**src/rtl/csa_serial_pkg.sv**
```systemverilog
`default_nettype none
// ============================================================
// csa_serial_pkg : shared types/constants for csa_serial_add
// Rev 1.0
// ============================================================
package csa_serial_pkg;

  localparam int BYTE_W = 8;

  typedef enum logic [1:0] {
    IDLE = 2'd0,
    RUN  = 2'd1,
    DONE = 2'd2
  } state_t;

  function automatic int idx_width(input int nbytes);
    return (nbytes > 1) ? $clog2(nbytes) : 1;
  endfunction

endpackage
`default_nettype wire

```
**src/rtl/csa_8_ci.sv**
```systemverilog
`default_nettype none
// ============================================================
// csa_8_ci : 8-bit carry-select adder with carry-in
// Rev 1.0
// ============================================================
module csa_8_ci (
  input  logic [7:0] a,
  input  logic [7:0] b,
  input  logic       cin,
  output logic [7:0] sum,
  output logic       cout
);

  logic [4:0] lo;
  logic [4:0] hi0;
  logic [4:0] hi1;

  // Upper nibble is precomputed for both carry values; the low carry picks one.
  assign lo  = {1'b0, a[3:0]} + {1'b0, b[3:0]} + {4'b0000, cin};
  assign hi0 = {1'b0, a[7:4]} + {1'b0, b[7:4]};
  assign hi1 = {1'b0, a[7:4]} + {1'b0, b[7:4]} + 5'd1;

  assign sum  = {(lo[4] ? hi1[3:0] : hi0[3:0]), lo[3:0]};
  assign cout = lo[4] ? hi1[4] : hi0[4];

endmodule
`default_nettype wire

```
**src/rtl/csa_serial_add.sv**
```systemverilog
`default_nettype none
// ============================================================
// csa_serial_add : byte-serial wide adder, valid/ready in/out
// Optional subtract mode via CSA_SERIAL_SUB_EN.  Rev 1.0
// ============================================================
module csa_serial_add
  import csa_serial_pkg::*;
#(
  parameter int NBYTES = 4
) (
  input  logic                     clk,
  input  logic                     rst_n,
  input  logic                     in_valid,
  output logic                     in_ready,
  input  logic [NBYTES*BYTE_W-1:0] a,
  input  logic [NBYTES*BYTE_W-1:0] b,
`ifdef CSA_SERIAL_SUB_EN
  input  logic                     sub,
`endif
  output logic                     out_valid,
  input  logic                     out_ready,
  output logic [NBYTES*BYTE_W-1:0] sum,
  output logic                     carry
);

  localparam int W     = NBYTES * BYTE_W;
  localparam int IDX_W = idx_width(NBYTES);
  localparam logic [IDX_W-1:0] LAST_IDX = IDX_W'(NBYTES - 1);

  state_t             state;
  state_t             state_nxt;
  logic [W-1:0]       a_r;
  logic [W-1:0]       b_r;
  logic [IDX_W-1:0]   idx;
  logic               creg;
  logic [BYTE_W-1:0]  a_byte;
  logic [BYTE_W-1:0]  b_byte;
  logic [BYTE_W-1:0]  s_byte;
  logic               c_byte;
  logic               accept;
  logic               last;
  logic               sub_mode;

`ifdef CSA_SERIAL_SUB_EN
  assign sub_mode = sub;
`else
  assign sub_mode = 1'b0;
`endif

  assign accept = in_valid && in_ready;
  assign last   = (idx == LAST_IDX);
  assign a_byte = a_r[idx*BYTE_W +: BYTE_W];
  assign b_byte = b_r[idx*BYTE_W +: BYTE_W];

  csa_8_ci u_csa (
    .a    (a_byte),
    .b    (b_byte),
    .cin  (creg),
    .sum  (s_byte),
    .cout (c_byte)
  );

  always_ff @(posedge clk) begin
    if (!rst_n) state <= IDLE;
    else        state <= state_nxt;
  end

  always_comb begin
    state_nxt = state;
    case (state)
      IDLE:    if (accept)    state_nxt = RUN;
      RUN:     if (last)      state_nxt = DONE;
      DONE:    if (out_ready) state_nxt = IDLE;
      default:                state_nxt = IDLE;
    endcase
  end

  always_comb begin
    in_ready  = (state == IDLE);
    out_valid = (state == DONE);
  end

  // Subtraction is a + ~b + 1: B is inverted at capture and the carry seeded with 1.
  always_ff @(posedge clk) begin
    if (!rst_n) begin
      a_r   <= '0;
      b_r   <= '0;
      idx   <= '0;
      creg  <= 1'b0;
      sum   <= '0;
      carry <= 1'b0;
    end else begin
      case (state)
        IDLE: begin
          if (accept) begin
            a_r  <= a;
            b_r  <= sub_mode ? ~b : b;
            idx  <= '0;
            creg <= sub_mode;
          end
        end
        RUN: begin
          sum[idx*BYTE_W +: BYTE_W] <= s_byte;
          creg <= c_byte;
          if (last) carry <= c_byte;
          else      idx   <= idx + 1'b1;
        end
        default: ;
      endcase
    end
  end

endmodule
`default_nettype wire

```
**config.mk**
```make
export PLATFORM = sky130hd
export DESIGN_NAME = csa_serial_add
export DESIGN_NICKNAME = d
export VERILOG_FILES = /design/src/rtl/csa_serial_pkg.sv /design/src/rtl/csa_8_ci.sv /design/src/rtl/csa_serial_add.sv
export SDC_FILE = /design/constraint.sdc
export NUM_CORES = 1
export LEC_CHECK = 0
export BUFFER_PORTS_ARGS = -buffer_cell sky130_fd_sc_hd__buf_2
export CORE_MARGIN = 4
export CORE_UTILIZATION = 60
export CTS_BUF_LIST = sky130_fd_sc_hd__clkbuf_2 sky130_fd_sc_hd__clkbuf_4 sky130_fd_sc_hd__clkbuf_8
export DETAILED_ROUTE_END_ITERATION = 10
export PLACE_DENSITY_LB_ADDON = 0.12
export SKIP_LAST_GASP = 1
export SLEW_MARGIN = 20
export SYNTH_ARGS = -nofsm -noshare
export SYNTH_HDL_FRONTEND = slang
export SYNTH_SLANG_ARGS = --single-unit
```
**constraint.sdc**
```tcl
create_clock -name clk -period 5.33 [get_ports clk]
set_input_delay 0.2665 -clock clk [delete_from_list [all_inputs] [get_ports clk]]
set_output_delay 0.2665 -clock clk [all_outputs]
set_load 0.005 [all_outputs]
```
# Word level (Yosys, flattened, before mapping)
# Index checks and enable logic that the tools add are counted.
[totals]
ff_bits = 102
in_bits = 68
wordCells = 44
[op_classes]
addsub = 6
n_eq_ne = 7
n_shift = 4
mux = 12
reduce_logical = 8
[op_table]
columns = ["cell", "n"]
rows = [
  ["$shiftx 32x6->8", 2],
  ["$neg 5->34", 1],
  ["$shift 8x34->32 const A", 1],
  ["$shiftx 8x34->32", 1],
  ["$bwmux 32", 1],
  ["$add 4x4->5", 2],
  ["$mux 2", 5],
  ["$pmux 2 s3", 1],
  ["$reduce_and 2->1", 3],
  ["$reduce_and 3->1", 2],
  ["$add 5x1->5", 1],
  ["$add 5x1->5 const B", 1],
  ["$eq 2x2->1 const B", 2],
  ["$mux 4", 1],
  ["$ne 2x1->1 const B", 2],
  ["$ne 2x2->1 const B", 2],
  ["$pmux 2 s2", 1],
  ["$add 2x1->2 const B", 1],
  ["$eq 2x1->1 const B", 1],
  ["$logic_not 2->1", 1],
  ["$mux 1", 2],
  ["$pmux 1 s2", 1],
  ["$reduce_bool 2->1", 1],
  ["$logic_and 1x1->1", 1],
]

# Logic depth before layout (Yosys ltp)
[logic_depth]
depth_word = 6
mapped_depth = 13
ltp_nobuf = 11

# Cells and area by module
# Synthesis repeated with hierarchy kept, for this count alone.
[hier_totals]
hier_cells = 474
area_unflattened_um2 = 4616.9
[by_module_without_submodules]
columns = ["module", "instances", "cells_per_inst", "area_per_inst_um2"]
rows = [
  ["csa_serial_add", 1, 427, 4232.8],
  ["csa_8_ci", 1, 47, 384.1],
]

# Worst setup path after synthesis
# No wires, ideal clock.
[synth_timing]
kind = "register to register"
start = "reg idx[0]"
end = "reg sum[23]"
setup_time_ps = 128
t_arrival_ps = 3200
t_required_ps = 5202
slack_ps = 2002
path_stages_with_launch = 12
n_path_buf = 2
period_less_slack_ps = 3328
path_cell_list = "dfxtp_1 buf_4 buf_2 mux4_2 ha_1 inv_1 fa_1 nand2b_1 a2111oi_1 xnor3_1 a22oi_1 nor2_1"
[synth_via]
elab_chain_len = 6
[synth_rtl]
columns = ["item", "line", "rtl"]
rows = [
  ["start, declared", "csa_serial_add.sv:34", "logic [IDX_W-1:0] idx;"],
  ["start signal, assigned", "csa_serial_add.sv:106", "else idx <= idx + 1'b1;"],
  ["$shiftx 32x6->8, on equally long branches", "csa_serial_add.sv:52, csa_serial_add.sv:53", ""],
  ["$add 4x4->5, on equally long branches", "csa_8_ci.sv:20, csa_8_ci.sv:21, csa_8_ci.sv:19", ""],
  ["$add 5x1->5, on equally long branches", "csa_8_ci.sv:21, csa_8_ci.sv:19", ""],
  ["$mux 4", "csa_8_ci.sv:23", "assign sum = {(lo[4] ? hi1[3:0] : hi0[3:0]), lo[3:0]};"],
  ["$shiftx 8x34->32", "csa_serial_add.sv:103", "sum[idx*BYTE_W +: BYTE_W] <= s_byte;"],
  ["$bwmux 32 (*)", "csa_serial_add.sv:103", ""],
  ["end signal, assigned by index", "csa_serial_add.sv:103", ""],
  ["end, declared", "csa_serial_add.sv:22", "output logic [NBYTES*BYTE_W-1:0] sum,"],
]
# Mark *: on every way between the ends. The rest lies on a longest branch, timed or not.
# A chain may end at the register's enable or synchronous reset.

# Worst setup path in the final report
[layout_timing]
start = "reg idx[1]"
end = "reg sum[15]"
# The elaborated chain is that of the path after synthesis.

==> flow_metrics.tcl <==
set metrics [dict create \
    grt_antenna_before_repair 0 \
    ios 103 \
    fin_util_pct 71.9 \
    rows 31 \
    min_from "b[8]" \
    hold_end "b_r[8]" \
    r2r_setup_slack_ps 1990 \
    synth_top_flop_cell "dfxtp_1" \
    cts_hold_buf 0 \
    worstSetupEndpointType "flop" \
    ant_nets 0 \
    slew_viol_final 0 \
    critPathBufInv 1 \
    syn-cell-area_um2 4440 \
    synth_cell_types 42 \
    die_h_um 94.0 \
    timing.hold.ws_ps 125 \
    core_um2 7210 \
    final_cell_area_um2 5190 \
    first_iter_violations 219 \
    grt_overflow 0 \
    clkSlewWorstSetupHoldPaths_ps 110 \
    max_stage_delay_ps 910 \
    fin_crit_ps 3340 \
    cts_sinks 102 \
    grt_max_degree 84 \
    start_util_pct 61.5 \
    first_pass_iters 5 \
    timing.final.crit_share_pct 62.6 \
    slew_headroom_pct 41.6 \
    die_w_um 94.0 \
    die_area_um2 8840 \
    cap_violations 0 \
    setup_violations 0 \
    avgSynthCellArea_um2 8.84 \
    yosysTopAreaCell "dfxtp_1" \
    synth_fp_nets 587 \
    insertion_delay_ps 370 \
    viasPerCell 5.45 \
    critPathSlowestCell "dfxtp_1" \
    power_density_nw_per_um2 293 \
    fin_skew_ps 15.6 \
    startpoint "idx[1]" \
    drive_above_1_share_pct 25.0 \
    worstPathRequired_ps 5560 \
    final_net_count 675 \
    tightest_slew_ps 875 \
    numCtsBuffers 9 \
    yosys_warnings 0 \
    path_delay_family "flip-flops" \
    rr_worst_depth 9 \
    final_hold_viol_count 0 \
    critical_path.max_fanout 21 \
    vias 3785 \
    netlist_instances 502 \
    yosysMostFrequentCell "nand2_1" \
    timing.rr.end "sum[15]" \
    power.leakage_nw 2.21 \
    max_freq_ghz 0.300 \
    r2r_start "idx[1]" \
    track_usage_pct 25.3 \
    clockBufferDepth 2 \
    startpoint_type "flop" \
    fin_setup_tns_ps 0 \
    arrival_ps 3570 \
    synth-seq-cells 102 \
    grt_pass1_wl_um 17400 \
    synth_edf_count 0 \
    drcViolationCount 0 \
    path_class "flop to flop" \
    synth_top_area_share_pct 46.0 \
    cts-root-buf "clkbuf_8" \
    worstHoldPathType "input pin to flop" \
    diodes 0 \
    netlist_top_cells_area "dfxtp_1 46%, nand2_1 12%, a21oi_1 8.3%, mux4_2 8.1%, ha_1 3.9%" \
    ir_drop_uv 157 \
    crit_chain "mux4_2, ha_1, inv_1, fa_1, nand2b_1, a2111oi_1, xnor3_1, a22oi_1, nor2_1" \
    ys_top_cells_by_count "144 x nand2_1, 102 x dfxtp_1, 74 x a21oi_1, 31 x nor2_1, 23 x a22oi_1" \
    min_path_cells 3 \
    placed_area_um2 4980 \
    htree_num_levels 3 \
    seq_area_frac_synth_pct 46.0 \
    cts_resized 0 \
    cts_tree "yes" \
    outcome "finished clean" \
    syn_to_final_growth_pct 16.9 \
    async_reset_ff_share_pct 0 \
    hpwl_um 7840 \
    wirelength_um 10800 \
    port_buffers 102 \
    gp_congestion 0.880 \
    wl_per_cell_um 15.5 \
    grt_pass1_vias 3684 \
    rsz0062_at_grt "false" \
    postCtsSetupBuffers 0 \
]
-- logic make-up after synthesis --
family | Yosys count | synth area share [%]
AOI/OAI and AO/OA | 110 | 14.3
and+or+nand+nor | 204 | 20.0
buffers and inverters | 44 | 4.14
xor gates and xnor gates | 7 | 1.69
adders and majority gates | 17 | 5.30
DFF | 102 | 46.0
muxes | 18 | 8.57
-- worst min-delay path, delay by kind of cell --
kind                   cells  cell delay (ps)
and+or+nand+nor            1               50
buffers and inverters      1               90
AOI/OAI and AO/OA          1               50
-- worst max path at each step --
stage          endpoint  cells past startpoint
3_3_place_gp    sum[23]                     10
3_5_place_dp    sum[15]                      9
4_1_cts         sum[15]                      9
5_1_grt         sum[29]                     10
2_1_floorplan   sum[23]                     11
6_report        sum[15]                      9
-- power breakdown --
group | internal, mW | switching, mW
Sequential | 0.794 | 0.0249
Clock | 0.223 | 0.276
Combinational | 0.0860 | 0.116
-- cell type report --
class | instances | area (um^2)
Multi-Input combinational cell | 356 | 2220
Sequential cell | 102 | 2040
Fill cell | 589 | 2030
Timing Repair Buffer | 106 | 541
Clock buffer | 9 | 124
Tap cell | 99 | 124
Clock inverter | 7 | 80.1
Inverter | 15 | 56.3
-- state kept, by name, summed over array words and instances, names as in the netlist --
register	cells
a_r	32
sum	32
carry	1
state	2
creg	1
b_r	32
idx	2
-- placed cells by master, fill, tap and decap left out, types with 3 or more instances in the layout --
cell type,netlist,final
buf_2,6,102
a21o_1,3,3
o21ai_0,4,4
nand2b_1,8,8
a22oi_1,23,23
nand2_1,144,143
dfxtp_1,102,102
mux4_2,16,16
fa_1,3,3
nor2_1,31,31
ha_1,14,14
nand3_1,4,4
nand2_2,2,3
xnor2_1,3,3
inv_1,14,14
buf_4,1,4
xor2_1,3,3
a21oi_1,74,74
clkbuf_8,0,9
-- routing by layer --
layer | up-vias | global-route usage [%] | part of all wire [%]
li1 | 1871 | - | -
met1 | 1780 | 30.8 | 41
met2 | 115 | 44.2 | 51
met3 | 19 | 5.77 | 6.1
met4 | 0 | 8.30 | 2.0
met5 | - | 0 | 0
-- metrics by stage --
| step | cells | power, mW | setup slack (ps) |
|---|---|---|---|
| floorplan | 502 | 0.970 | 2000 |
| global placement | 678 | 1.03 | 2130 |
| detailed placement | 678 | 1.04 | 2020 |
| CTS | 694 | 1.53 | 2000 |
| global route | 694 | 1.59 | 1770 |
| finish | 694 | 1.52 | 1990 |
Power figures use the tool's default switching activity.
